[src/rtl/turn_arbiter.sv]
// turn_arbiter: move sequencer for a two-player board game.
// Accepts one move at a time from the player whose turn it is, asks the
// board for an occupancy check, strobes the write, then evaluates the
// board for a win or a full board before handing the turn over.
// Optional feature: define TURN_TIMEOUT_EN to forfeit a turn after
// TIMEOUT_CYCLES idle cycles in a WAIT state.
module turn_arbiter #(
  parameter int          TIMEOUT_CYCLES = 25000000,
  parameter int          CNT_W          = 25,
  parameter logic [1:0]  FIRST_PLAYER   = 2'b01
) (
  input  logic       clock,
  input  logic       reset,
  input  logic       play,
  input  logic       play2,
  input  logic [3:0] x_position,
  input  logic       illegal_move,
  input  logic       win,
  input  logic       no_space,
  output logic [1:0] cand_player,
  output logic [3:0] cand_position,
  output logic       wr_en,
  output logic [1:0] turn,
  output logic       reject,
  output logic       timeout,
  output logic [1:0] winner,
  output logic       game_over
);

  typedef enum logic [2:0] {
    WAIT_P1,
    WAIT_P2,
    CHECK,
    COMMIT,
    EVAL,
    DONE
  } state_t;

  localparam logic [1:0] PLAYER_1 = 2'b01;
  localparam logic [1:0] PLAYER_2 = 2'b10;
  localparam state_t FIRST_WAIT = (FIRST_PLAYER == PLAYER_2) ? WAIT_P2 : WAIT_P1;

  state_t     state;
  state_t     state_next;
  logic       play_q;
  logic       play2_q;
  logic       play_rise;
  logic       play2_rise;
  logic [1:0] mover;
  logic [1:0] mover_next;
  logic [3:0] cand_position_next;
  logic [1:0] winner_next;
  logic       expired;
  logic       position_bad;

  assign play_rise    = play  & ~play_q;
  assign play2_rise   = play2 & ~play2_q;
  assign position_bad = (cand_position == 4'd0) || (cand_position > 4'd9);

`ifdef TURN_TIMEOUT_EN
  localparam logic [CNT_W-1:0] LAST_COUNT = CNT_W'(TIMEOUT_CYCLES - 1);

  logic [CNT_W-1:0] wait_count;

  // Idle-cycle counter: runs only while waiting for a move, restarts whenever the state moves on
  always_ff @(posedge clock) begin
    if (reset) begin
      wait_count <= '0;
    end else if (state_next != state) begin
      wait_count <= '0;
    end else if ((state == WAIT_P1) || (state == WAIT_P2)) begin
      wait_count <= wait_count + 1'b1;
    end
  end

  assign expired = ((state == WAIT_P1) || (state == WAIT_P2)) && (wait_count == LAST_COUNT);
`else
  assign expired = 1'b0;
`endif

  // State, button history and the latched move/result registers
  always_ff @(posedge clock) begin
    if (reset) begin
      state         <= FIRST_WAIT;
      mover         <= FIRST_PLAYER;
      cand_position <= 4'd0;
      winner        <= 2'b00;
      play_q        <= 1'b0;
      play2_q       <= 1'b0;
    end else begin
      state         <= state_next;
      mover         <= mover_next;
      cand_position <= cand_position_next;
      winner        <= winner_next;
      play_q        <= play;
      play2_q       <= play2;
    end
  end

  // Next-state selection and per-state outputs; an accepted press outranks an expiring turn
  always_comb begin
    state_next         = state;
    mover_next         = mover;
    cand_position_next = cand_position;
    winner_next        = winner;
    cand_player        = 2'b00;
    wr_en              = 1'b0;
    turn               = 2'b00;
    reject             = 1'b0;
    timeout            = 1'b0;
    game_over          = 1'b0;

    case (state)
      WAIT_P1: begin
        turn = PLAYER_1;
        if (play_rise) begin
          mover_next         = PLAYER_1;
          cand_position_next = x_position;
          state_next         = CHECK;
        end else if (expired) begin
          timeout    = 1'b1;
          state_next = WAIT_P2;
        end
      end

      WAIT_P2: begin
        turn = PLAYER_2;
        if (play2_rise) begin
          mover_next         = PLAYER_2;
          cand_position_next = x_position;
          state_next         = CHECK;
        end else if (expired) begin
          timeout    = 1'b1;
          state_next = WAIT_P1;
        end
      end

      CHECK: begin
        turn        = mover;
        cand_player = mover;
        if (illegal_move || position_bad) begin
          reject     = 1'b1;
          state_next = (mover == PLAYER_2) ? WAIT_P2 : WAIT_P1;
        end else begin
          state_next = COMMIT;
        end
      end

      COMMIT: begin
        turn       = mover;
        wr_en      = 1'b1;
        state_next = EVAL;
      end

      EVAL: begin
        turn = mover;
        if (win) begin
          winner_next = mover;
          state_next  = DONE;
        end else if (no_space) begin
          winner_next = 2'b00;
          state_next  = DONE;
        end else begin
          state_next = (mover == PLAYER_2) ? WAIT_P1 : WAIT_P2;
        end
      end

      DONE: begin
        game_over = 1'b1;
      end

      default: begin
        state_next = FIRST_WAIT;
      end
    endcase
  end

  // Parameter sanity: the timeout must fit the counter and the first mover must be a real player
  param_check: assert property (@(posedge clock)
    (CNT_W >= 1) &&
    (64'(TIMEOUT_CYCLES) >= 64'd1) &&
    (64'(TIMEOUT_CYCLES) < (64'd1 << CNT_W)) &&
    ((FIRST_PLAYER == PLAYER_1) || (FIRST_PLAYER == PLAYER_2)));

endmodule

[config.mk]
export PLATFORM = sky130hd
export DESIGN_NAME = turn_arbiter
export DESIGN_NICKNAME = d
export VERILOG_FILES = /design/src/rtl/turn_arbiter.sv
export SDC_FILE = /design/constraint.sdc
export NUM_CORES = 1
export LEC_CHECK = 0
export ABC_AREA = 1
export CORE_MARGIN = 5
export CORE_UTILIZATION = 41
export DETAILED_ROUTE_END_ITERATION = 10
export PLACE_DENSITY = 0.76
export SLEW_MARGIN = 20
export SYNTH_ARGS = -nofsm -noshare
export SYNTH_HDL_FRONTEND = slang
export SYNTH_SLANG_ARGS = --single-unit
export TNS_END_PERCENT = 1
[constraint.sdc]
create_clock -name clock -period 1.4 [get_ports clock]
set_input_delay 0.42 -clock clock [delete_from_list [all_inputs] [get_ports clock]]
set_output_delay 0.42 -clock clock [all_outputs]
set_load 0.05 [all_outputs]
==> results of run 1 <==
==> worst max path at each step <==
stage / endpoint / slack, ns / depth (start not counted) / startpoint
after floorplan: turn[0] / -0.30 / 6 / state[2]
after global routing: turn[0] / -0.54 / 7 / state[2]
after detailed placement: cand_position[3] / -0.32 / 8 / play2
after CTS: turn[0] / -0.49 / 7 / state[0]
after global placement: reject / -0.29 / 6 / illegal_move
final: turn[0] / -0.47 / 7 / state[0]
==> logic make-up after synthesis <==
family | after synthesis
AOI/OAI and AO/OA | 17
other | 1
DFF | 13
and+or+nand+nor | 45
buffers and inverters | 17
==> metrics by stage <==
stage / total power, mW / util / area [um^2] / setup slack (ns) / cells
finish: 1.542 / 0.8530 / 1285 / -0.4748 / 156
global route: 1.635 / 0.8530 / 1285 / -0.5424 / 156
CTS: 1.539 / 0.8488 / 1279 / -0.4868 / 156
detailed placement: 1.288 / 0.8106 / 1221 / -0.3158 / 151
global placement: 1.273 / 0.8106 / 1221 / -0.2945 / 151
floorplan: 0.9004 / - / 698.2 / -0.2952 / 93
==> synth_stat cells, drive strengths merged <==
library cell | instances | area (um^2)
nor3 | 3 | 30.03
o21ai | 9 | 52.55
conb | 1 | 3.750
o31ai | 2 | 15.01
o21a | 1 | 7.510
nand3 | 7 | 40.04
nand2 | 12 | 55.06
o22ai | 1 | 6.260
clkinv | 1 | 5.000
buf | 1 | 7.510
dfxtp | 13 | 260.3
a21oi | 3 | 15.01
o21bai | 1 | 7.510
nor2 | 23 | 88.84
inv | 15 | 56.31
==> power by group <==
group | leakage, nW | internal, mW | switching [mW]
sequential | 0.109 | 0.421 | 0.0595
clock | 0.0150 | 0.111 | 0.127
combinational | 0.471 | 0.385 | 0.439
total | 0.595 | 0.917 | 0.625
==> what timing repair did <==
action,in CTS,in global routing
pin swaps,2,0
endpoints found under the hold margin,0,0
setup endpoints to repair,10,12
buffers inserted,1,0
resized for setup,7,4
==> worst min-delay path: stages (launching register included) <==
cell,delay [ns]
dfxtp_1,0.32
nand3_1,0.08
a21oi_1,0.06
==> registers in the layout (all words and copies together) (netlist names) <==
signal and count:
cand_position 4, winner 2, state 3, play_q 1, play2_q 1, mover 2
==> layer usage <==
layer / vias up / global-route usage / routed length, um
li1: 391 / - / -
met1: 364 / 0.1746 / 812
met2: 16 / 0.3114 / 1016
met3: 5 / 0.02711 / 63
met4: 0 / 0.07860 / 43
met5: - / 0 / 0
==> placed cells by master (no fill, tap or decap), drive strengths merged <==
master,synthesis,layout
a21oi,3,3
buf,1,34
clkbuf,0,4
clkdlybuf4s50,0,10
clkinvlp,0,1
conb,1,1
dfxtp,13,13
inv,15,15
nand2,12,12
nand3,7,7
nor2,23,23
nor3,3,3
o21a,1,1
o21ai,9,9
o21bai,1,1
o22ai,1,1
o31ai,2,2
==> layout make-up <==
cell class	instances	area [um^2]	area share
Timing Repair Buffer	44	521.8	0.4060
Tap cell	16	20.02	0.01558
Clock buffer	4	26.28	0.02045
Sequential cell	13	269.0	0.2093
Inverter	16	68.82	0.05355
Multi-Input combinational cell	63	379.1	0.2950
==> impl_metrics.ini, run 1 <==
[logic_synthesis]
yosysSeqAreaShare = 0.4000
synthSimpleGateAreaFrac = 0.3288
synth_mux_area_frac = 0
yosys_warnings = 0
synth_xor_area_frac = 0
syn-cell-area_um2 = 650.6
synthDistinctLibCells = 22
synth_cells = 93
ys_ff_latch = 13
synth_nets = 104
synth_top_family_by_area = simple AND/OR/NAND/NOR gates
synth-adder-area-share = 0
avgSynthCellArea_um2 = 6.996
synth_compound_area_frac = 0.1596

[timing]
fin_worst_skew_ns = 0.004213
setup_violations = 7
hold_viol = 0
rsz0062_at_grt = yes
hold_slack_ns = 0.4971
setup_tns_ns = -2.160
fin_crit_ns = 1.875
drv_slew = 0
fmax_ghz = 0.5334
setup_ws_ns = -0.4748
finalCritPeriodShare = 1.339

[floorplanning]
start_util = 0.4319
dieArea_mm2 = 0.002484
die_w_um = 49.84
rows = 14
dieHeight_um = 49.84
core_mm2 = 0.001506
num_io_pins = 25

[global_routing]
antenna_found_initial = 0
grt_pass1_wl_mm = 3.229
grt_overflow = 0
grt_pass1_vias = 769
grt_max_degree = 8
track_usage = 0.1662

[cts]
numCtsBuffers = 3
clk_latency_ns = 0.28
cts_root_buffer = clkbuf_4
cts_sinks = 13
path_clk_slew_ns = 0.08
ctsLongestPathBuffers = 2
cts_tree = built
htreeDepth = 1
holdBufCountCts = 0

[drt]
drt_iter0_drc = 18
wl_mm = 1.936
drcViolationCount = 0
wire_per_inst_um = 12.41
dr.pass1.iters = 4
vias_per_cell = 4.974
vias = 776
detail-route-antenna-nets = 0

[setup_path]
crit_buf_inv = 4
critPathArrivalTime_ns = 1.45
path_delay_family = buffers and inverters
worstPathCellList = inv_2, buf_6, nor2_4, nor3_4, o21a_1, clkinvlp_4, buf_12
worst_r2r_path_depth = 11
rr_endpoint = cand_position[2]
path_class = flip-flop to output pin
cp_data_required_time_ns = 0.98
cp-start-kind = flip-flop
cp-end-kind = output pin
slowest_stage = dfxtp_4
reg2reg_slack_ns = 0.04
r2r_start = state[0]
critPathMaxFanout = 4
cp_slowest_stage_delay_ns = 0.36

[min_path]
min-delay-start = mover[0]
min_path_type = flip-flop to flip-flop
holdPathStages = 2
hold_end = winner[0]

[placed_design]
io_buffers = 23
dp_hpwl_mm = 1.567
place.gp.congestion = 0.8087

[cells_and_area]
drive_gt1_frac = 0.4786
nets = 152
n_antenna_cell = 0
area_delta_synth_final_pct = 97.50
num-fill-cells = 88

[power_and_ir_drop]
irDropWorstVdd_mv = 0.9263
cellPowerDensity_mw_per_mm2 = 1200
p_leak_nw = 0.5948

[run_status]
outcome = finished with violations
violations = setup timing

[run]
maxCapViolations = 0
Note: power is estimated with default switching activity, not from simulation.
==> run 2, diff against run 1 <==
Settings changed: CTS_CLUSTER_SIZE from default to 10.
==> results of run 2 <==
No change in the layout: final DEF, timing and power equal those of run 1.
